`src/rtl/i2c_cfg_pkg.sv`:
```
`default_nettype none
// ============================================================================
// Module   : i2c_cfg_pkg
// Brief    : Shared types for the I2C configuration-write arbiter.
// Revision : 1.0 - initial release
// ============================================================================
package i2c_cfg_pkg;

  typedef enum logic [2:0] {
    ST_IDLE  = 3'd0,
    ST_ISSUE = 3'd1,
    ST_WAIT  = 3'd2,
    ST_CHECK = 3'd3,
    ST_GAP   = 3'd4
  } state_t;

  typedef struct packed {
    logic [7:0] slave;
    logic [7:0] sub;
    logic [7:0] data;
  } xfer_t;

  // 7-bit address 0x1A with the write bit appended
  localparam logic [7:0] c_WM8731_ADDR = 8'h34;

endpackage
`default_nettype wire

```
`src/rtl/i2c_cfg_arb_rr_pick.sv`:
```
`default_nettype none
// ============================================================================
// Module   : i2c_cfg_arb_rr_pick
// Brief    : Combinational round-robin picker: first set request at or above
//            the pointer, wrapping around.
// Revision : 1.0 - initial release
// ============================================================================
module i2c_cfg_arb_rr_pick #(
  parameter int N  = 2,
  parameter int PW = 1
) (
  input  logic [N-1:0]  i_req,
  input  logic [PW-1:0] i_ptr,
  output logic          o_valid,
  output logic [N-1:0]  o_onehot,
  output logic [PW-1:0] o_idx
);

  int w_dist;
  int w_best;

  // Smallest circular distance from the pointer wins
  always_comb begin
    o_onehot = '0;
    o_idx    = '0;
    w_dist   = 0;
    w_best   = N;
    for (int k = 0; k < N; k++) begin
      if (i_req[k]) begin
        w_dist = (k >= int'(i_ptr)) ? (k - int'(i_ptr)) : (k + N - int'(i_ptr));
        if (w_dist < w_best) begin
          w_best      = w_dist;
          o_onehot    = '0;
          o_onehot[k] = 1'b1;
          o_idx       = PW'(k);
        end
      end
    end
  end

  assign o_valid = |i_req;

endmodule
`default_nettype wire

```
`src/rtl/i2c_cfg_arb.sv`:
```
`default_nettype none
// ============================================================================
// Module   : i2c_cfg_arb
// Brief    : Round-robin arbiter sharing one I2C write engine, with retry on
//            NACK/timeout and an enforced bus-idle gap between transfers.
// Revision : 1.0 - initial release
// ============================================================================
module i2c_cfg_arb
  import i2c_cfg_pkg::*;
#(
  parameter int NREQ      = 2,
  parameter int RETRY_MAX = 3,
  parameter int TIMEOUT   = 1023,
  parameter int GAP       = 16
) (
  input  logic               clk,
  input  logic               rst,
  input  logic               i_cen,
  input  logic [NREQ-1:0]    i_req,
  input  logic [24*NREQ-1:0] i_req_data,
  output logic [NREQ-1:0]    o_gnt,
  output logic [NREQ-1:0]    o_done,
  output logic [NREQ-1:0]    o_err,
  output logic               o_busy,
  output logic [23:0]        o_i2c_data,
  output logic               o_i2c_go,
  input  logic               i_i2c_end,
  input  logic               i_i2c_nack
);

  localparam int PW = (NREQ > 1) ? $clog2(NREQ) : 1;
  localparam int TW = $clog2(TIMEOUT + 1);

  localparam logic [TW-1:0] c_TIMEOUT   = TW'(TIMEOUT);
  localparam logic [3:0]    c_RETRY_MAX = 4'(RETRY_MAX);
  localparam logic [7:0]    c_GAP_LAST  = 8'(GAP - 1);
  localparam logic [PW-1:0] c_LAST_IDX  = PW'(NREQ - 1);

  state_t          r_state;
  logic [PW-1:0]   r_ptr;
  logic [PW-1:0]   r_idx;
  logic [3:0]      r_retry;
  logic [TW-1:0]   r_timer;
  logic [7:0]      r_gap_cnt;
  logic            r_fail;
  logic            r_retry_pend;
  xfer_t           r_xfer;
  logic [NREQ-1:0] r_gnt;
  logic [NREQ-1:0] r_done;
  logic [NREQ-1:0] r_err;
  logic            r_busy;
  logic            r_go;

  logic            w_pick_valid;
  logic [NREQ-1:0] w_pick_onehot;
  logic [PW-1:0]   w_pick_idx;
  logic [23:0]     w_req_word [NREQ];
  logic [TW-1:0]   w_timer_inc;
  logic [PW-1:0]   w_ptr_next;

  generate
    for (genvar g = 0; g < NREQ; g++) begin : g_unpack
      assign w_req_word[g] = i_req_data[24*g +: 24];
    end
  endgenerate

  i2c_cfg_arb_rr_pick #(
    .N  (NREQ),
    .PW (PW)
  ) u_pick (
    .i_req    (i_req),
    .i_ptr    (r_ptr),
    .o_valid  (w_pick_valid),
    .o_onehot (w_pick_onehot),
    .o_idx    (w_pick_idx)
  );

  assign w_timer_inc = r_timer + TW'(1);
  assign w_ptr_next  = (r_idx == c_LAST_IDX) ? '0 : r_idx + PW'(1);

  always_ff @(posedge clk or posedge rst) begin
    if (rst) begin
      r_state      <= ST_IDLE;
      r_ptr        <= '0;
      r_idx        <= '0;
      r_retry      <= '0;
      r_timer      <= '0;
      r_gap_cnt    <= '0;
      r_fail       <= 1'b0;
      r_retry_pend <= 1'b0;
      r_xfer       <= '0;
      r_gnt        <= '0;
      r_done       <= '0;
      r_err        <= '0;
      r_busy       <= 1'b0;
      r_go         <= 1'b0;
    end else begin
      // Completion pulses last one clk even when cen is sparse
      r_done <= '0;
      r_err  <= '0;
      if (i_cen) begin
        case (r_state)
          ST_IDLE: begin
            if (w_pick_valid) begin
              r_idx   <= w_pick_idx;
              r_gnt   <= w_pick_onehot;
              r_xfer  <= xfer_t'(w_req_word[w_pick_idx]);
              r_retry <= '0;
              r_busy  <= 1'b1;
              r_state <= ST_ISSUE;
            end
          end
          ST_ISSUE: begin
            r_go    <= 1'b1;
            r_timer <= '0;
            r_state <= ST_WAIT;
          end
          ST_WAIT: begin
            r_timer <= w_timer_inc;
            if (i_i2c_end) begin
              r_go    <= 1'b0;
              r_fail  <= i_i2c_nack;
              r_state <= ST_CHECK;
            end else if (w_timer_inc == c_TIMEOUT) begin
              r_go    <= 1'b0;
              r_fail  <= 1'b1;
              r_state <= ST_CHECK;
            end
          end
          ST_CHECK: begin
            r_gap_cnt <= '0;
            r_state   <= ST_GAP;
            if (!r_fail) begin
              r_done       <= r_gnt;
              r_gnt        <= '0;
              r_ptr        <= w_ptr_next;
              r_retry_pend <= 1'b0;
            end else if (r_retry < c_RETRY_MAX) begin
              r_retry      <= r_retry + 4'd1;
              r_retry_pend <= 1'b1;
            end else begin
              r_err        <= r_gnt;
              r_gnt        <= '0;
              r_ptr        <= w_ptr_next;
              r_retry_pend <= 1'b0;
            end
          end
          ST_GAP: begin
            if (r_gap_cnt == c_GAP_LAST) begin
              if (r_retry_pend) begin
                r_state <= ST_ISSUE;
              end else begin
                r_state <= ST_IDLE;
                r_busy  <= 1'b0;
              end
            end else begin
              r_gap_cnt <= r_gap_cnt + 8'd1;
            end
          end
          default: begin
            r_state <= ST_IDLE;
            r_busy  <= 1'b0;
          end
        endcase
      end
    end
  end

  assign o_gnt      = r_gnt;
  assign o_done     = r_done;
  assign o_err      = r_err;
  assign o_busy     = r_busy;
  assign o_i2c_data = r_xfer;
  assign o_i2c_go   = r_go;

endmodule
`default_nettype wire
```
`config.mk`:
```
export PLATFORM = sky130hd
export DESIGN_NAME = i2c_cfg_arb
export DESIGN_NICKNAME = d
export VERILOG_FILES = /design/src/rtl/i2c_cfg_pkg.sv /design/src/rtl/i2c_cfg_arb_rr_pick.sv /design/src/rtl/i2c_cfg_arb.sv
export SDC_FILE = /design/constraint.sdc
export NUM_CORES = 1
export LEC_CHECK = 0
export ABC_AREA = 1
export CORE_AREA = 3 3 76 131
export CTS_CLUSTER_DIAMETER = 40
export CTS_CLUSTER_SIZE = 10
export DETAILED_ROUTE_END_ITERATION = 6
export DIE_AREA = 0 0 79 134
export PLACE_DENSITY_LB_ADDON = 0.12
export SLEW_MARGIN = 10
export SYNTH_ARGS = -nofsm -noshare
export SYNTH_HDL_FRONTEND = slang
export SYNTH_SLANG_ARGS = --single-unit
```
`constraint.sdc`:
```
create_clock -name clk -period 1.9 [get_ports clk]
set_input_delay 0.19 -clock clk [delete_from_list [all_inputs] [get_ports clk]]
set_output_delay 0.19 -clock clk [all_outputs]
set_load 0.01 [all_outputs]
```
-- Word-level counts from Yosys, hierarchy flattened
Cells that the tools add are included.
- register bits: 61
- output and inout bits: 32
- word-level logic and storage cells: 113
- add/subtract/negate cells: 7
- $lt $le $gt $ge: 5
- equality and inequality tests: 15
- mux-type cells: 50
- bitwise logic cells: 2
- reductions and logical operators: 18
- operators by type and width (operator ; number):
    $mux 32 ; 3
    $mux 24 ; 3
    $lt 32x3->1 const B ; 1
    $lt 32x32->1 ; 1
    $mux 2 ; 13
    $pmux 10 s2 ; 1
    $mux 1 ; 16
    $pmux 8 s2 ; 1
    $pmux 3 s5 ; 1
    $reduce_and 3->1 ; 5
    $mux 3 ; 4
    $mux 4 ; 3
    $ne 2x2->1 const B ; 6
    $add 10x1->10 const B ; 1
    $eq 10x10->1 const B ; 1
    $reduce_and 5->1 ; 2
    $add 8x1->8 const B ; 1
    $eq 8x4->1 const B ; 1
    $mux 8 ; 1
    $pmux 4 s2 ; 1
    $reduce_and 4->1 ; 2
    $reduce_bool 2->1 ; 4
    $eq 3x2->1 const B ; 2
    $ne 3x3->1 const B ; 2
    other kinds (19) ; 21

-- Depth between registers and ports, before layout
Gate-level depths: netlist of the first run.
- word-level depth: 12
- mapped depth: 13
- gate-level depth less buffers: 13

-- Cells and area by module
Synthesis of the first run repeated with hierarchy kept, for this count alone.
- cells, all modules: 412
- area total of the unflattened synthesis: 3298.2 um^2
- by module, submodules not included (module ; times used ; cells each ; area each (um^2) ; seq. area each (um^2)):
    i2c_cfg_arb ; 1 ; 405 ; 3265.6 ; 1526.5
    i2c_cfg_arb_rr_pick ; 1 ; 7 ; 32.5 ; 0.0

-- Least setup slack after synthesis of the first run
No wires, ideal clock.
- path type: reg-to-reg
- start point: register r_timer[1]
- end point: register r_state[2]
- library setup time: 121 ps
- data arrival time: 1464 ps
- path slack: 316 ps
- cell stages (with the launch flop): 14
- path through: dfrtp_1 -> ha_1 -> nand2_1 -> inv_1 -> nor2_1 -> nand2_1 -> nor2_1 -> nand2_1 -> nor2_1 -> nand3_1 -> nand3_2 -> nand2_1 -> nand2_1 -> nand2_1
- longest elaborated chain between the ends: 4
- RTL lines (what ; RTL line ; RTL):
    start, declared ; i2c_cfg_arb.sv:43 ; logic [TW-1:0] r_timer;
    start signal, assigned ; i2c_cfg_arb.sv:119 ; r_timer <= w_timer_inc;
    $add 10x1->10 ; i2c_cfg_arb.sv:78 ; assign w_timer_inc = r_timer + TW'(1);
    $eq 10x10->1 ; i2c_cfg_arb.sv:124 ; end else if (w_timer_inc == c_TIMEOUT) begin
    $ne 3x3->1 (no source line) ; n/a ;
    $reduce_and 4->1 (no source line) ; n/a ;
    end signal, assigned ; i2c_cfg_arb.sv:83 ; r_state <= ST_IDLE;
    end signal, assigned ; i2c_cfg_arb.sv:123 ; r_state <= ST_CHECK;
    end signal, assigned ; i2c_cfg_arb.sv:127 ; r_state <= ST_CHECK;
    end, declared ; i2c_cfg_arb.sv:39 ; state_t r_state;
No other way between the ends.
A chain may end at the register's enable or synchronous reset.

-- Final worst setup path of the first run
- start point: register r_timer[0]
- end point: register r_state[1]
Same word-level chain as after synthesis.

==> results.md, run 1 <==
* RePlAce Congestion at 0.7773
* Row count at 46
* Kind of critical path: reg -> reg
* Clock Latency Late Sink at 330 ps
* Final period util at 90.17%
* Design Area, Final at 0.004449 mm2
* Sw Share at 35.69%
* Comb pwr share at 40.9%
* Clk pwr share at 24.9%
* Placed insts at 587
* #FFs+latches synth at 61
* CP max FO at 3
* Ys Warns at 0
* Highest clock rate at 583.7 MHz
* Area Overhead vs Synth at 43.10%
* Sw power at 0.002186 W
* Final setup TNS at 0 ps
* Pwr Density at 1377 mW/mm2
* Most common cell after layout, fill and taps aside: nand2_1
* CTS H-tree lvls at 3
* Final Setup Violations at 0
* Clock transition at path regs at 50 ps
* ANT nets after route at 0
* Fin. Hold Viols at 0
* # DRC at 0
* Total number of vias at 2848
* Die height at 134 um
* Slew headroom at 76.06%
* Required @ worst endpoint at 2120 ps
* Initial core utilization at 34.19%
* Drt pass-1 iters at 4
* Clock Skew at 5.698 ps
* Leakage power at 1.981 nW
* Maximum vdd ir drop at 0.6118 mV
* Max-Cap Viols at 0
* PortBufs at 86
* WL final at 7828 um
* Root Buffer Master: clkbuf_16
* Synth Cell Area at 0.003109 mm2
* Syn Area/Cell at 8.097 um2
* CTS tree: built
* WL per Instance at 12.98 um
* Die Wd at 79 um
* Crit path capture type: flip-flop
* Ant. Diodes at 0
* Tightest Hold Check Type: in -> async
* CP Launch Type: flip-flop
* Tot GR Track Use at 15.75%
* DRT iter0 DRCs at 90
* CTS Sinks at 61
* Grt ovf at 0
* Worst Tran Pin Value at 355.8 ps
* Post-synthesis sequential area ratio at 49.09%
* Gate Count Post-Synth at 384
* Layout cells sized above 1 at 10.56%
* RSZ-0062 raised after global routing: false
* Vias in the first global route at 2871
* Final std cells w/o fill at 603
* Min Tclk post-route at 1713 ps
* Dpl ws at 66.53 ps
* Seq pwr share at 34.2%
* Initial antenna violation count at 0
* Total CTS buffers at 9
* Largest net degree at the start of global routing at 62
* I/O pins at 87
* Commonest non-fill, non-tap cells in the layout: nand2_1 (88), clkdlybuf4s50_1 (86), dfrtp_1 (61)
* Max-slew violations at 0
* Synth cell types at 31
* DP Area at 0.004140 mm2
* Internal power at 0.003940 W
* Fin nets at 538
* Synthesized Nets at 443
* Worst setup margin at 186.8 ps
* HPWL Detailed at 5681 um
* Die area at 0.01059 mm2
* Worst-case clock buffer depth at 2
* Outcome: completed
* Worst endpoint data arrival time at 1930 ps
* First-pass GRT wire length at 13210 um
* Vias/cell at 4.723
* CORE AREA at 0.009094 mm2
## cell usage after synthesis (all sizes together)
master / count / area share, %
o21a: 1 / 0.24
nand2: 91 / 11
dfrtp: 61 / 49
buf: 8 / 2.1
a21oi: 2 / 0.32
ha: 4 / 1.6
o21bai: 1 / 0.24
o22ai: 5 / 1.2
nor4: 4 / 0.80
clkinv: 1 / 0.12
nor3: 7 / 1.1
xor2: 5 / 1.4
a31oi: 24 / 4.8
o2111ai: 1 / 0.48
clkbuf: 6 / 0.72
nand4: 5 / 1.0
nand3: 40 / 6.8
mux2i: 1 / 0.32
inv: 45 / 5.4
o21ai: 18 / 3.3
nor2: 54 / 7.8
## worst paths after layout
check,start,end,slack [ps],depth (start not counted)
max in group asynchronous,rst,r_gap_cnt[5],1380,3
max,r_timer[0],r_state[1],190,13
min reg2reg,o_i2c_go,o_i2c_go,470,2
min,rst,r_timer[3],230,3
max reg2reg,r_timer[0],r_state[1],190,13
min in group clk,i_req_data[6],o_i2c_data[6],430,3
## sequential cells by signal, indices dropped and copies added (netlist names), 2 cells and up
register / flops
r_timer: 10
o_gnt: 2
o_err: 2
r_gap_cnt: 8
r_retry: 4
o_done: 2
o_i2c_data: 24
r_state: 3
## logic make-up (layout without fill, tap and decap cells)
logic type	Yosys count	count (layout)	share of synthesized area [%]
buffers and inverters	60	159	8.370
adder cells (fa/ha/maj)	4	4	1.610
AO/OA/AOI/OAI	52	52	10.58
XOR/XNOR	5	5	1.408
AND/OR/NAND/NOR	201	201	28.61
multiplexers	1	1	0.3219
flip-flops	61	61	49.09
## power by group through the flow
stage | sequential [W] | combinational (W) | clock [W]
after detailed placement | 0.00211 | 0.00252 | 0
after global routing | 0.00216 | 0.00281 | 0.00163
final | 0.00209 | 0.00251 | 0.00153
after floorplan | 0.00220 | 0.00134 | 0
after CTS | 0.00210 | 0.00253 | 0.00157
after global placement | 0.00210 | 0.00250 | 0
## per-stage QoR
stage          utilization (%)  hold slack, ps  power, W
2_1_floorplan                -           346.1  0.003541
6_report                 48.93           229.9  0.006126
4_1_cts                  48.60           255.2  0.006201
3_3_place_gp             45.53           461.4  0.004595
3_5_place_dp             45.53           458.7  0.004627
5_1_grt                  48.93           275.2  0.006603
## repair_timing
action,in CTS,in global routing
setup buffers,0,1
endpoints found under the setup margin,0,7
endpoints found under the hold margin,0,0
hold buffers,0,0
gates resized for setup,0,7
## routing by layer
layer / track usage [%] / vias up / share of wire [%]
met5: 0 / - / 0
met4: 5.832 / 0 / 2.0
met3: 6.653 / 10 / 7.7
met2: 26.74 / 84 / 50
met1: 17.31 / 1304 / 40
li1: - / 1450 / -
## layout make-up
type | instances | area (um2)
clock buffers | 14 | 274.0
repair buffers | 98 | 975.9
multi-input cells | 263 | 1345
inverters | 46 | 172.7
fillers | 929 | 4644
clock inverters | 1 | 5.005
well taps | 120 | 150.1
flip-flops and latches | 61 | 1526
## critical path, cell delays in order, from the launching register on
cell and delay [ps]:
dfrtp_1 380, ha_1 220, nand2_2 90, inv_1 50
nor2_2 110, nand2_1 70, nor2_1 100, nand2_1 60
nor2_2 120, nand3_2 100, nand3_2 90, nand2_1 80
nand2_1 80, nand2_1 40
Power figures use the tool's default switching activity.
==> run 2, diff against run 1 <==
Settings changed: ABC_AREA 1 to default, CORE_AREA 3 3 76 131 to 3 3 75 129, DIE_AREA 0 0 79 134 to 0 0 78 132, GPL_ROUTABILITY_DRIVEN from default to 0.
Clock period 1.9 ns to 1.55 ns, I/O delays scaled along.
==> run 2 against run 1 <==
Effect of this change:
- flip-flop and latch count unchanged
- clock skew about the same
- the flow now finishes with violations (negative setup slack)
- die area down 2.7%
- clock power up 18%
- critical path depth down 8
- largest cell class unchanged
- area after synthesis down 3.1%
- global-route usage up 1.3 points
- sequential power up 20%
==> results.md, run 2 <==
* DP Area at 0.004425 mm2
* Fin nets at 547
* Final setup TNS at -166.4 ps
* Largest net degree at the start of global routing at 39
* Vias/cell at 4.913
* Root Buffer Master: clkbuf_16
* Design Area, Final at 0.005007 mm2
* RSZ-0062 raised after global routing: true
* CTS tree: built
* Tightest Hold Check Type: in -> async
* CTS Sinks at 61
* Syn Area/Cell at 8.835 um2
* Vias in the first global route at 2994
* Highest clock rate at 616.2 MHz
* CP max FO at 4
* Gate Count Post-Synth at 341
* Leading area contributor after synthesis: dfrtp_1
* DRT iter0 DRCs at 156
* WL final at 8716 um
* Layout cells sized above 1 at 23.53%
* Clock transition at path regs at 60 ps
* Fin. Hold Viols at 0
* Worst setup margin at -72.90 ps
* Die Wd at 78 um
* Worst endpoint data arrival time at 1830 ps
* Synth cell types at 50
* Fillers at 825
* RR Startpoint: r_timer[4]
* Final std cells w/o fill at 610
* Reg2reg setup slack at -70 ps
* Slew headroom at 67.42%
* Synth Flop Type: dfrtp_1
* First-pass GRT wire length at 13940 um
* Area Overhead vs Synth at 66.20%
* Required @ worst endpoint at 1750 ps
* Commonest non-fill, non-tap cells in the layout: clkdlybuf4s50_1 (86), nand2_1 (69), dfrtp_1 (61)
* Clock Latency Late Sink at 330 ps
* I/O pins at 87
* Most common cell after layout, fill and taps aside: clkdlybuf4s50_1
* Maximum vdd ir drop at 1.149 mV
* PortBufs at 86
* Clock Skew at 5.236 ps
* Die height at 132 um
* # DRC at 0
* Initial core utilization at 34.30%
* Crit path capture type: flip-flop
* Max-Cap Viols at 0
* HPWL Detailed at 6137 um
* Post-synth top area share at 50.66%
* Ant. Diodes at 0
* Ys Warns at 0
* WL per Instance at 14.29 um
* Most numerous cell in the Yosys netlist: nand2_1
* Pwr Density at 1610 mW/mm2
* CTS H-tree lvls at 3
* Min Tclk post-route at 1623 ps
* Synthesized Nets at 400
* Max reg flops at 24
* Synth async-reset ratio at 100.0%
* Die area at 0.01030 mm2
* Kind of critical path: reg -> reg
* Row count at 45
* Total CTS buffers at 9
* FF-to-FF End: r_state[0]
* Outcome: complete, but fails checks
* Total number of vias at 2997
* Worst-case clock buffer depth at 2
* ANT nets after route at 0
* Violated checks: negative setup slack
* #FFs+latches synth at 61
* Leakage power at 2.160 nW
* Placed insts at 580
* Dpl ws at -228.4 ps
* Max-slew violations at 0
* EDFF count, synth at 0
* Final period util at 104.7%
* Worst Tran Pin Value at 486.8 ps
* Final Setup Violations at 5
* Synth top cells by count: nand2_1 (70), dfrtp_1 (61), nor2_1 (47), a31oi_1 (27), o21ai_0 (24)
* Tot GR Track Use at 17.09%
* Grt ovf at 0
* Initial antenna violation count at 0
* Drt pass-1 iters at 4
* Post-synthesis sequential area ratio at 50.66%
* CP Launch Type: flip-flop
* CORE AREA at 0.008783 mm2
* Synth Cell Area at 0.003013 mm2
* Final Util at 57.01%
* Worst reg2reg path depth at 5
* Synth area leaders: dfrtp_1 (51%), nand2_1 (8.7%), nor2_1 (5.9%)
[run 2: changes by cell type after synthesis, moves of 4 or more]
cell and change:
o31ai_1 +4, nand3_1 -26, and3_1 +5, o211ai_1 +4, inv_1 -34, nand2b_1 +4
xor2_1 +5, nand2_1 -19, inv_2 -4, o21ai_0 +10
[run 2: power by group]
part / switching [W] / internal [W] / leakage, nW
combinational: 0.00171 / 0.00204 / 1.28
sequential: 0.000358 / 0.00215 / 0.764
clock: 0.000723 / 0.00107 / 0.120
[run 2: how the worst max path moves through the flow]
stage                 start              to  slack [ps]
2_1_floorplan  r_gap_cnt[0]    r_gap_cnt[6]         -60
3_5_place_dp          i_cen      r_timer[7]        -230
5_1_grt          r_timer[1]      r_state[0]        -150
4_1_cts          r_timer[1]      r_state[0]        -100
6_report         r_timer[4]      r_state[0]         -70
3_3_place_gp          i_cen  o_i2c_data[21]        -170
[run 2: critical path, cell delays in order, from the launching register on]
cell and delay [ps]:
dfrtp_1 400, nand3_1 110, nor2_1 250, nand3_1 170
xnor2_2 200, a311o_1 380
[run 2: cells by family after synthesis]
group	Yosys count	synth area share, %
mux	1	0.3737
compound gates	80	16.90
simple gates	160	23.63
flops	61	50.66
fa+ha+maj	4	1.661
xor+xnor	11	3.198
buf+inv	24	3.571
[run 2: per-layer routing]
metal | track usage (%) | wire length [um]
met5 | 0 | 0
met4 | 7.198 | 159
met3 | 5.677 | 548
met2 | 30.20 | 4716
met1 | 18.31 | 3292
[run 2: per-stage QoR]
| stage | total power (W) | hold slack, ps |
|---|---|---|
| floorplan | 0.004122 | 267.3 |
| global placement | 0.005807 | 463.4 |
| detailed placement | 0.005861 | 461.3 |
| CTS | 0.007839 | 139.1 |
| global route | 0.008604 | 157.9 |
| finish | 0.008060 | 130.6 |
[run 2: cell type report]
class	instances	area, um2	share of cell area, %
repair buffers	153	1509	30.14
inverters	7	30.03	0.5997
clock buffers	10	229.0	4.573
well taps	117	146.4	2.924
flip-flops and latches	61	1526	30.48
multi-input cells	256	1526	30.48
clock inverters	6	40.04	0.7996
[run 2: repair_timing]
action	4_1_cts	5_1_grt
gates resized for setup	14	23
buffers inserted	5	6
cloned	1	3
hold buffers	0	0
pin swaps	12	6
setup endpoints to repair	41	36
